==> config.mk <==
export PLATFORM = sky130hd
export DESIGN_NAME = coin_acceptor
export DESIGN_NICKNAME = d
export VERILOG_FILES = /design/src/rtl/coin_pkg.sv /design/src/rtl/coin_timeout_ctr.sv /design/src/rtl/coin_acceptor.sv
export SDC_FILE = /design/constraint.sdc
export NUM_CORES = 1
export LEC_CHECK = 0
export CORE_UTILIZATION = 45
export CTS_CLUSTER_SIZE = 25
export DETAILED_ROUTE_END_ITERATION = 10
export HOLD_SLACK_MARGIN = 0.08
export MAX_ROUTING_LAYER = met4
export PLACE_DENSITY = 0.75
export SLEW_MARGIN = 20
export SYNTH_ARGS = -nofsm -noshare
export SYNTH_HDL_FRONTEND = slang
export SYNTH_HIERARCHICAL = 1
export SYNTH_SLANG_ARGS = --single-unit
==> constraint.sdc <==
create_clock -name clk_i -period 3.5 [get_ports clk_i]
set_input_delay 0.7 -clock clk_i [delete_from_list [all_inputs] [get_ports clk_i]]
set_output_delay 0.7 -clock clk_i [all_outputs]
set_load 0.01 [all_outputs]
==> src/rtl/coin_pkg.sv <==
// Shared types and helpers for the coin acceptor: FSM state encoding,
// denomination codes and the code-to-units decoder.
package coin_pkg;

  typedef enum logic [2:0] {
    IDLE,
    COLLECT,
    GRANT,
    WAIT_ACK,
    REFUND
  } coin_state_t;

  localparam logic [1:0] COIN_INV = 2'd0;
  localparam logic [1:0] COIN_1   = 2'd1;
  localparam logic [1:0] COIN_2   = 2'd2;
  localparam logic [1:0] COIN_5   = 2'd3;

  // Denomination code to credit units; the invalid code is worth nothing.
  function automatic logic [2:0] coin_units(input logic [1:0] code);
    logic [2:0] units;
    case (code)
      COIN_1:  units = 3'd1;
      COIN_2:  units = 3'd2;
      COIN_5:  units = 3'd5;
      default: units = 3'd0;
    endcase
    return units;
  endfunction

endpackage

==> src/rtl/coin_timeout_ctr.sv <==
// Idle/ack timeout counter shared by COLLECT and WAIT_ACK. expired_o flags
// the enabled cycle in which the count reaches TIMEOUT, so the owner can
// leave its state on the following edge.
module coin_timeout_ctr #(
  parameter int TIMEOUT = 1000,
  parameter int TO_W    = 10
) (
  input  logic clk_i,
  input  logic rst_n_i,
  input  logic clr_i,
  input  logic en_i,
  output logic expired_o
);

  localparam logic [TO_W-1:0] LAST = TO_W'(TIMEOUT - 1);

  logic [TO_W-1:0] cnt_q;

  // Count enabled cycles; clear has priority over enable.
  always_ff @(posedge clk_i) begin
    if (!rst_n_i)   cnt_q <= '0;
    else if (clr_i) cnt_q <= '0;
    else if (en_i)  cnt_q <= cnt_q + 1'b1;
  end

  assign expired_o = en_i && (cnt_q >= LAST);

endmodule

==> src/rtl/coin_acceptor.sv <==
// Coin acceptor front end: accumulates credit from coin strobes, issues a
// grant pulse to the locker at PRICE, waits for the unlocked ack and pays
// refunds on cancel or timeout. All outputs are registered, so each
// decision taken in cycle N (including a reject) is seen in cycle N+1.
// Build option: CHANGE_RETURN_EN pays a post-grant remainder as change
// instead of keeping it as credit.
module coin_acceptor
  import coin_pkg::*;
#(
  parameter int PRICE    = 5,
  parameter int CREDIT_W = 4,
  parameter int TIMEOUT  = 1000,
  parameter int TO_W     = 10
) (
  input  logic                clk_i,
  input  logic                rst_n_i,
  input  logic                coin_valid_i,
  input  logic [1:0]          coin_value_i,
  input  logic                cancel_i,
  input  logic                unlocked_i,
  output logic                coin_o,
  output logic                reject_o,
  output logic                refund_valid_o,
  output logic [CREDIT_W-1:0] refund_amt_o,
  output logic [CREDIT_W-1:0] credit_o,
  output logic                fault_o
);

  localparam logic [CREDIT_W:0]   PRICE_W = (CREDIT_W+1)'(PRICE);
  localparam logic [CREDIT_W-1:0] PRICE_C = CREDIT_W'(PRICE);

  coin_state_t         state_q, state_d;
  logic [CREDIT_W-1:0] credit_q, credit_d;
  logic [CREDIT_W-1:0] rfa_q, rfa_d;
  logic                coin_q, coin_d;
  logic                reject_q, reject_d;
  logic                rfv_q, rfv_d;
  logic                fault_q, fault_d;
  logic                to_clr, to_en, to_exp;
  logic [CREDIT_W:0]   value, sum;
  logic                coin_ok;

  coin_timeout_ctr #(.TIMEOUT(TIMEOUT), .TO_W(TO_W)) u_to (
    .clk_i     (clk_i),
    .rst_n_i   (rst_n_i),
    .clr_i     (to_clr),
    .en_i      (to_en),
    .expired_o (to_exp)
  );

  // Extra top bit on the sum catches accumulator overflow.
  assign value   = (CREDIT_W+1)'(coin_units(coin_value_i));
  assign sum     = {1'b0, credit_q} + value;
  assign coin_ok = coin_valid_i && (coin_value_i != COIN_INV);

  // Next-state, credit and output decisions.
  always_comb begin
    state_d  = state_q;
    credit_d = credit_q;
    reject_d = 1'b0;
    fault_d  = 1'b0;
    to_clr   = 1'b1;
    to_en    = 1'b0;
    case (state_q)
      IDLE: begin
        if (coin_valid_i) begin
          if (!coin_ok) begin
            reject_d = 1'b1;
          end else begin
            credit_d = value[CREDIT_W-1:0];
            state_d  = (value >= PRICE_W) ? GRANT : COLLECT;
          end
        end
      end
      COLLECT: begin
        to_clr = 1'b0;
        to_en  = 1'b1;
        if (cancel_i) begin
          reject_d = coin_valid_i;
          state_d  = REFUND;
        end else if (coin_ok && !sum[CREDIT_W]) begin
          credit_d = sum[CREDIT_W-1:0];
          to_clr   = 1'b1;
          if (sum >= PRICE_W) state_d = GRANT;
        end else begin
          // Overflowing or invalid coins bounce; credit saturates by rejection.
          reject_d = coin_valid_i;
          if (to_exp) state_d = REFUND;
        end
      end
      GRANT: begin
        reject_d = coin_valid_i;
        credit_d = credit_q - PRICE_C;
        state_d  = WAIT_ACK;
      end
      WAIT_ACK: begin
        reject_d = coin_valid_i;
        to_clr   = 1'b0;
        to_en    = 1'b1;
        if (unlocked_i) begin
          to_clr = 1'b1;
          if (credit_q == '0) state_d = IDLE;
`ifdef CHANGE_RETURN_EN
          else                state_d = REFUND;
`else
          else                state_d = COLLECT;
`endif
        end else if (to_exp) begin
          // Locker never opened: give the price back and refund everything.
          credit_d = credit_q + PRICE_C;
          fault_d  = 1'b1;
          state_d  = REFUND;
        end
      end
      REFUND: begin
        reject_d = coin_valid_i;
        credit_d = '0;
        state_d  = IDLE;
      end
      default: state_d = IDLE;
    endcase
    coin_d = (state_d == GRANT);
    rfv_d  = (state_d == REFUND);
    rfa_d  = rfv_d ? credit_d : '0;
  end

  // State, credit and registered output pulses.
  always_ff @(posedge clk_i) begin
    if (!rst_n_i) begin
      state_q  <= IDLE;
      credit_q <= '0;
      coin_q   <= 1'b0;
      reject_q <= 1'b0;
      rfv_q    <= 1'b0;
      rfa_q    <= '0;
      fault_q  <= 1'b0;
    end else begin
      state_q  <= state_d;
      credit_q <= credit_d;
      coin_q   <= coin_d;
      reject_q <= reject_d;
      rfv_q    <= rfv_d;
      rfa_q    <= rfa_d;
      fault_q  <= fault_d;
    end
  end

  assign coin_o         = coin_q;
  assign reject_o       = reject_q;
  assign refund_valid_o = rfv_q;
  assign refund_amt_o   = rfa_q;
  assign credit_o       = credit_q;
  assign fault_o        = fault_q;

endmodule

Word-level counts from Yosys, hierarchy flattened
Cells that the tools add are included.
{ "op_classes": {"bitwise_logic": 2, "n_addsub": 4, "n_mux": 29, "order_cmp": 3, "n_reduce_logical": 12, "n_eq_ne": 9} }
{ "op_table": {"columns": ["operator", "n"], "rows": [
  ["2-to-1 mux 4 bit", 6],
  ["2-to-1 mux 3 bit", 7],
  ["one-hot mux 4 bit (5 select lines)", 1],
  ["one-hot mux 3 bit (4 select lines)", 1],
  ["adder 10 x 1 -> 10 bit (second input constant)", 1],
  ["greater-or-equal comparator 10 bit (second input constant)", 1],
  ["2-to-1 mux 1 bit", 10],
  ["== test 3 x 2 -> 1 bit (second input constant)", 3],
  ["one-hot mux 3 bit (3 select lines)", 1],
  ["== test 3 bit (second input constant)", 2],
  ["OR reduction 3 bit", 2],
  ["adder 4 x 3 -> 5 bit", 1],
  ["greater-or-equal comparator 5 x 3 -> 1 bit (second input constant)", 1],
  ["adder 4 x 3 -> 4 bit (second input constant)", 1],
  ["== test 2 bit (second input constant)", 2],
  ["logical NOT 4 bit", 1],
  ["OR reduction 2 bit", 2],
  ["subtractor 4 x 3 -> 4 bit (second input constant)", 1],
  ["== test 3 x 1 -> 1 bit (second input constant)", 1],
  ["greater-or-equal comparator 3 bit (second input constant)", 1],
  ["logical AND 1 bit", 3],
  ["logical NOT 3 bit", 1],
  ["one-hot mux 1 bit (3 select lines)", 1],
  ["== test 2 x 1 -> 1 bit (second input constant)", 1],
  ["6 further kinds", 7]
]} }
{ "word_totals": {"in_bits": 7, "ff_bits": 25, "elab_cells": 67} }

Longest topological paths before layout
{ "depth": {"depth_word": 10, "mapped_depth": 11, "ltp_nobuf": 9} }

Hierarchy
Netlist, hierarchy kept.
{ "modules_own_cells": {"columns": ["module", "instances", "cells_per_inst", "area_each_um2"], "rows": [
  ["coin_acceptor", 1, 130, 1163.6],
  ["coin_timeout_ctr", 1, 51, 461.7]
]} }

Worst setup path after synthesis
Ideal clock, no wire load.
{ "synth_timing": {"path_type": "in2reg", "start": "in coin_value_i[0]", "end": "reg u_to.cnt_q[5]", "stages": 11, "arrival_time_ps": 2313, "t_required_ps": 3429, "setup_ps": 71, "path_slack_ps": 1116, "path_cell_list": "clkbuf_1 ha_1 inv_1 fa_1 nor2b_4 o21ai_4 a21boi_2 nor2_1 nand2b_1 clkbuf_1 a21oi_1"} }
{ "synth_between": {"elab_chain_cells": 9, "elab_cells_between_ends": 13, "classes_between": "add/sub (1); eq/ne (3); mux (4); reduce/logical (5)"} }
{ "synth_rtl": {"columns": ["element", "line_no", "source"], "rows": [
  ["start, declared", "coin_acceptor.sv:18", "input logic [1:0] coin_value_i,"],
  ["== test 2 bit or == test 2 x 1 -> 1 bit (tied branches)", "coin_pkg.sv:21", "case (code)"],
  ["one-hot mux 3 bit (3 select lines)", "coin_pkg.sv:21", null],
  ["adder 4 x 3 -> 5 bit", "coin_acceptor.sv:53", "assign sum = {1'b0, credit_q} + value;"],
  ["logical NOT 1 bit", "coin_acceptor.sv:81", "end else if (coin_ok && !sum[CREDIT_W]) begin"],
  ["logical AND 1 bit (*)", "coin_acceptor.sv:81", null],
  ["2-to-1 mux 1 bit (*)", "coin_acceptor.sv:81", null],
  ["2-to-1 mux 1 bit (*)", "coin_acceptor.sv:78", "if (cancel_i) begin"],
  ["one-hot mux 1 bit (2 select lines) (*)", "coin_acceptor.sv:64", "case (state_q)"],
  ["net to_clr", "coin_acceptor.sv:39", "logic to_clr, to_en, to_exp;"],
  ["OR reduction 2 bit (no line) (*)", null, null],
  ["end signal, assigned", "coin_timeout_ctr.sv:23", "else if (en_i) cnt_q <= cnt_q + 1'b1;"],
  ["end, declared", "coin_timeout_ctr.sv:17", "logic [TO_W-1:0] cnt_q;"]
]} }
Mark *: on every way through the listed nets, which the timed path passes. The rest lies on a longest branch.
A chain may end at the register's enable or synchronous reset.

Worst setup path after layout
{ "layout_timing": {"start": "in coin_value_i[0]", "end": "reg u_to.cnt_q[7]"} }
The elaborated chain is that of the path after synthesis.

==> results.cfg <==
[worst_setup_path]
cp_data_arrival_time_ps = 3190
cpPeakStageDelay_ps = 640
critPathLaunchType = primary input
crit_chain = clkdlybuf4s50_1 -> ha_1 -> inv_1 -> fa_1 -> nor2b_4 -> o21ai_4 -> a21boi_2 -> nor2_1 -> nand2b_1 -> a21oi_1
reg2reg_depth = 10
worst_path_max_delay_cell = clkdlybuf4s50_1
path_delay_family = buffers and inverters
ff2ff_setup_slack_ps = 690
critPathBufInv = 2
cp.required_ps = 3770
crit_fanout = 10
critical_path_class = primary input to flip-flop
cp.depth = 10
end_kind = flip-flop

[sta]
rsz0062_at_grt = no
setup_viol = 0
post-route-period-util_pct = 83.4
final-max-slew-violation-count = 0
hold_slack_ps = 496
min_period_ps = 2920
setup_slack_ps = 580
fin_skew_ps = 4.79
fin_setup_tns_ps = 0
relSlewSlack_pct = 61.3
worst_pin_slew_ps = 580
fmax_ghz = 0.342
finalHoldViolCount = 0

[die]
rows = 21
ioPinCount = 19
core_area_sq_mm = 0.00339
die_y_microns = 62.1
fp.dieArea_sq_mm = 0.00386
die_w_microns = 62.1
initial_core_util_pct = 48.0

[detailed_routing]
drc = 0
vias = 1441
drt_iter0_drc = 83
vias_per_cell = 5.93
met2_length_microns = 1850
wire_per_inst_microns = 15.7
drtPass1Iterations = 4
top_layer = met4
wl_microns = 3830
wl_met1_microns = 1690
routed-wl-met3_microns = 229
ant_nets = 0

[grt]
grt_pass1_vias = 1438
track_usage_pct = 22.0
grt_max_degree = 16
grt_overflow_total = 0
antenna_found_initial = 0
grt_pass1_wl_microns = 6560

[clock_network]
post_cts_buffers = 0
cts.sinks = 25
clk_latency_ps = 330
cts_max_level = 1
cts_root_buffer = clkbuf_4
numCtsBuffers = 3
clk_pin_slew_worst_paths_ps = 150
cts_tree = yes
postCtsHoldBufs = 0
max-clock-path-buffers = 2
cts_resized = 0

[logic_synthesis]
ys.flop_type = dfxtp_1
synth_fp_nets = 195
synth_area_leader_cell = dfxtp_1
ys_seq_area_share_pct = 30.8
ys_types = 60
yosys_warnings = 6
syn_area_sq_mm = 0.00163
synth_edf_count = 0
ys_async_sr_fraction_pct = 0
synthCells = 181
yosys.area.top_type_share_pct = 30.8
avgSynthCellArea_sq_um = 8.98
synth_area_leaders = dfxtp_1 31%, ha_1 4.6%, nor2_1 3.7%
ys_seq_elements = 25

[power]
powerDensity_mw_per_mm2 = 344
seq_power_share_pct = 50.3
pwr-share-clk_pct = 21.6
p_sw_uw = 212
internal_power_uw = 425
p_comb_share_pct = 28.1
ir_worst_vdd_uv = 228
p_leak_uw = 0.000646
switching_share_pct = 33.3

[cells_and_area]
drive_gt1_share_pct = 13.7
stdcell_area_sq_mm = 0.00185
area_delta_synth_final_pct = 13.8
nNetsFinal = 212
antenna_cells = 0
nFillCells = 327
final_cells = 243

[run]
drv_cap = 0

[place]
place.gp.congestion = 0.997
placed_area_sq_mm = 0.00182
dpl_worst_slack_ps = 251
dp.cells = 239
dpl.hpwl_microns = 2880
numPortBuffers = 18

[outcome]
status = finished, final reports clean

[worst_hold_path]
hold_depth = 2
min_path_type = flip-flop to flip-flop
==> cell usage after synthesis, types with 3 or more instances <==
| master | n |
|---|---|
| nor3_1 | 4 |
| o21ai_0 | 7 |
| nor3b_1 | 3 |
| or4_1 | 3 |
| a21oi_1 | 11 |
| xnor2_1 | 4 |
| nor2b_1 | 4 |
| dfxtp_1 | 25 |
| xor2_1 | 5 |
| inv_1 | 9 |
| buf_6 | 3 |
| nand2b_1 | 3 |
| and2_1 | 3 |
| nand4_1 | 4 |
| ha_1 | 6 |
| o31ai_1 | 3 |
| nor2_1 | 16 |
| nand2_1 | 13 |
==> cell type report <==
class | count | area, sq um | area share, %
inverter | 9 | 33.8 | 1.83
clock buffer | 3 | 22.5 | 1.22
clock inverter | 1 | 7.51 | 0.406
multi-input combinational | 140 | 1040 | 56.2
timing repair buffer | 19 | 188 | 10.1
sequential | 25 | 500 | 27.1
tap | 46 | 57.6 | 3.11
==> power groups by stage <==
stage	clock, uW	sequential [uW]	combinational [uW]
6_report	138	320	179
5_1_grt	155	322	195
4_1_cts	141	320	178
3_5_place_dp	0	326	177
3_3_place_gp	0	324	171
2_1_floorplan	0	317	133
==> worst paths after layout <==
path	start	endpoint
worst max-delay path	coin_value_i[0]	u_to/cnt_q[7]
worst min-delay path	u_to/cnt_q[8]	u_to/cnt_q[8]
worst max register to register	state_q[0]	credit_o[3]
worst min register to register	u_to/cnt_q[8]	u_to/cnt_q[8]
==> worst reg2reg max path, stage by stage (launching register included) <==
cell	delay [ps]
dfxtp_1	590
inv_1	200
nor2_1	140
buf_4	180
nand2_1	60
nor3_1	460
nor2b_1	300
nor2b_2	350
a221oi_1	140
o21bai_1	200
a21boi_1	140
==> per-layer routing <==
metal | vias up | track usage, %
li1 | 695 | -
met1 | 686 | 26.8
met2 | 54 | 35.9
met3 | 6 | 3.13
met4 | 0 | 9.88
met5 | - | -
==> cells by family after synthesis <==
| family | count (synthesis) | synth area share [%] |
|---|---|---|
| and+or+nand+nor | 70 | 26.6 |
| AOI/OAI and AO/OA | 53 | 26.0 |
| DFF | 25 | 30.8 |
| buffers and inverters | 16 | 5.23 |
| xor gates and xnor gates | 9 | 4.85 |
| adders and majority gates | 7 | 5.85 |
| muxes | 1 | 0.616 |
==> cell usage in the layout, fill, tap and decap left out, types with 2 or more instances in the layout <==
master / n
o21ai_1: 2
nor3b_1: 3
o21ai_0: 7
a21oi_1: 11
o21a_1: 2
or4_1: 3
o21ai_4: 2
a21o_1: 2
xor2_1: 5
inv_1: 9
nand2b_1: 3
nand4_1: 4
o31ai_1: 3
a211oi_2: 2
clkbuf_4: 3
nor4_2: 2
clkdlybuf4s50_1: 18
nor2b_1: 4
o22ai_1: 2
or3_2: 2
nor2_1: 16
dfxtp_1: 25
a22oi_1: 2
and2_1: 3
nand2_1: 13
xnor2_1: 4
nor3_1: 4
nor4b_1: 2
o211ai_1: 2
ha_1: 6
==> through the flow <==
stage | util (%) | power (uW)
2_1_floorplan | - | 449
3_3_place_gp | 53.7 | 496
3_5_place_dp | 53.7 | 503
4_1_cts | 54.6 | 639
5_1_grt | 54.6 | 673
6_report | 54.6 | 637
==> state kept, by name, summed over array words and instances (netlist names) <==
| signal | flops |
|---|---|
| coin_o | 1 |
| refund_amt_o | 4 |
| u_to/cnt_q | 10 |
| state_q | 3 |
| fault_o | 1 |
| refund_valid_o | 1 |
| credit_o | 4 |
| reject_o | 1 |
(Power assumes the default switching activity.)
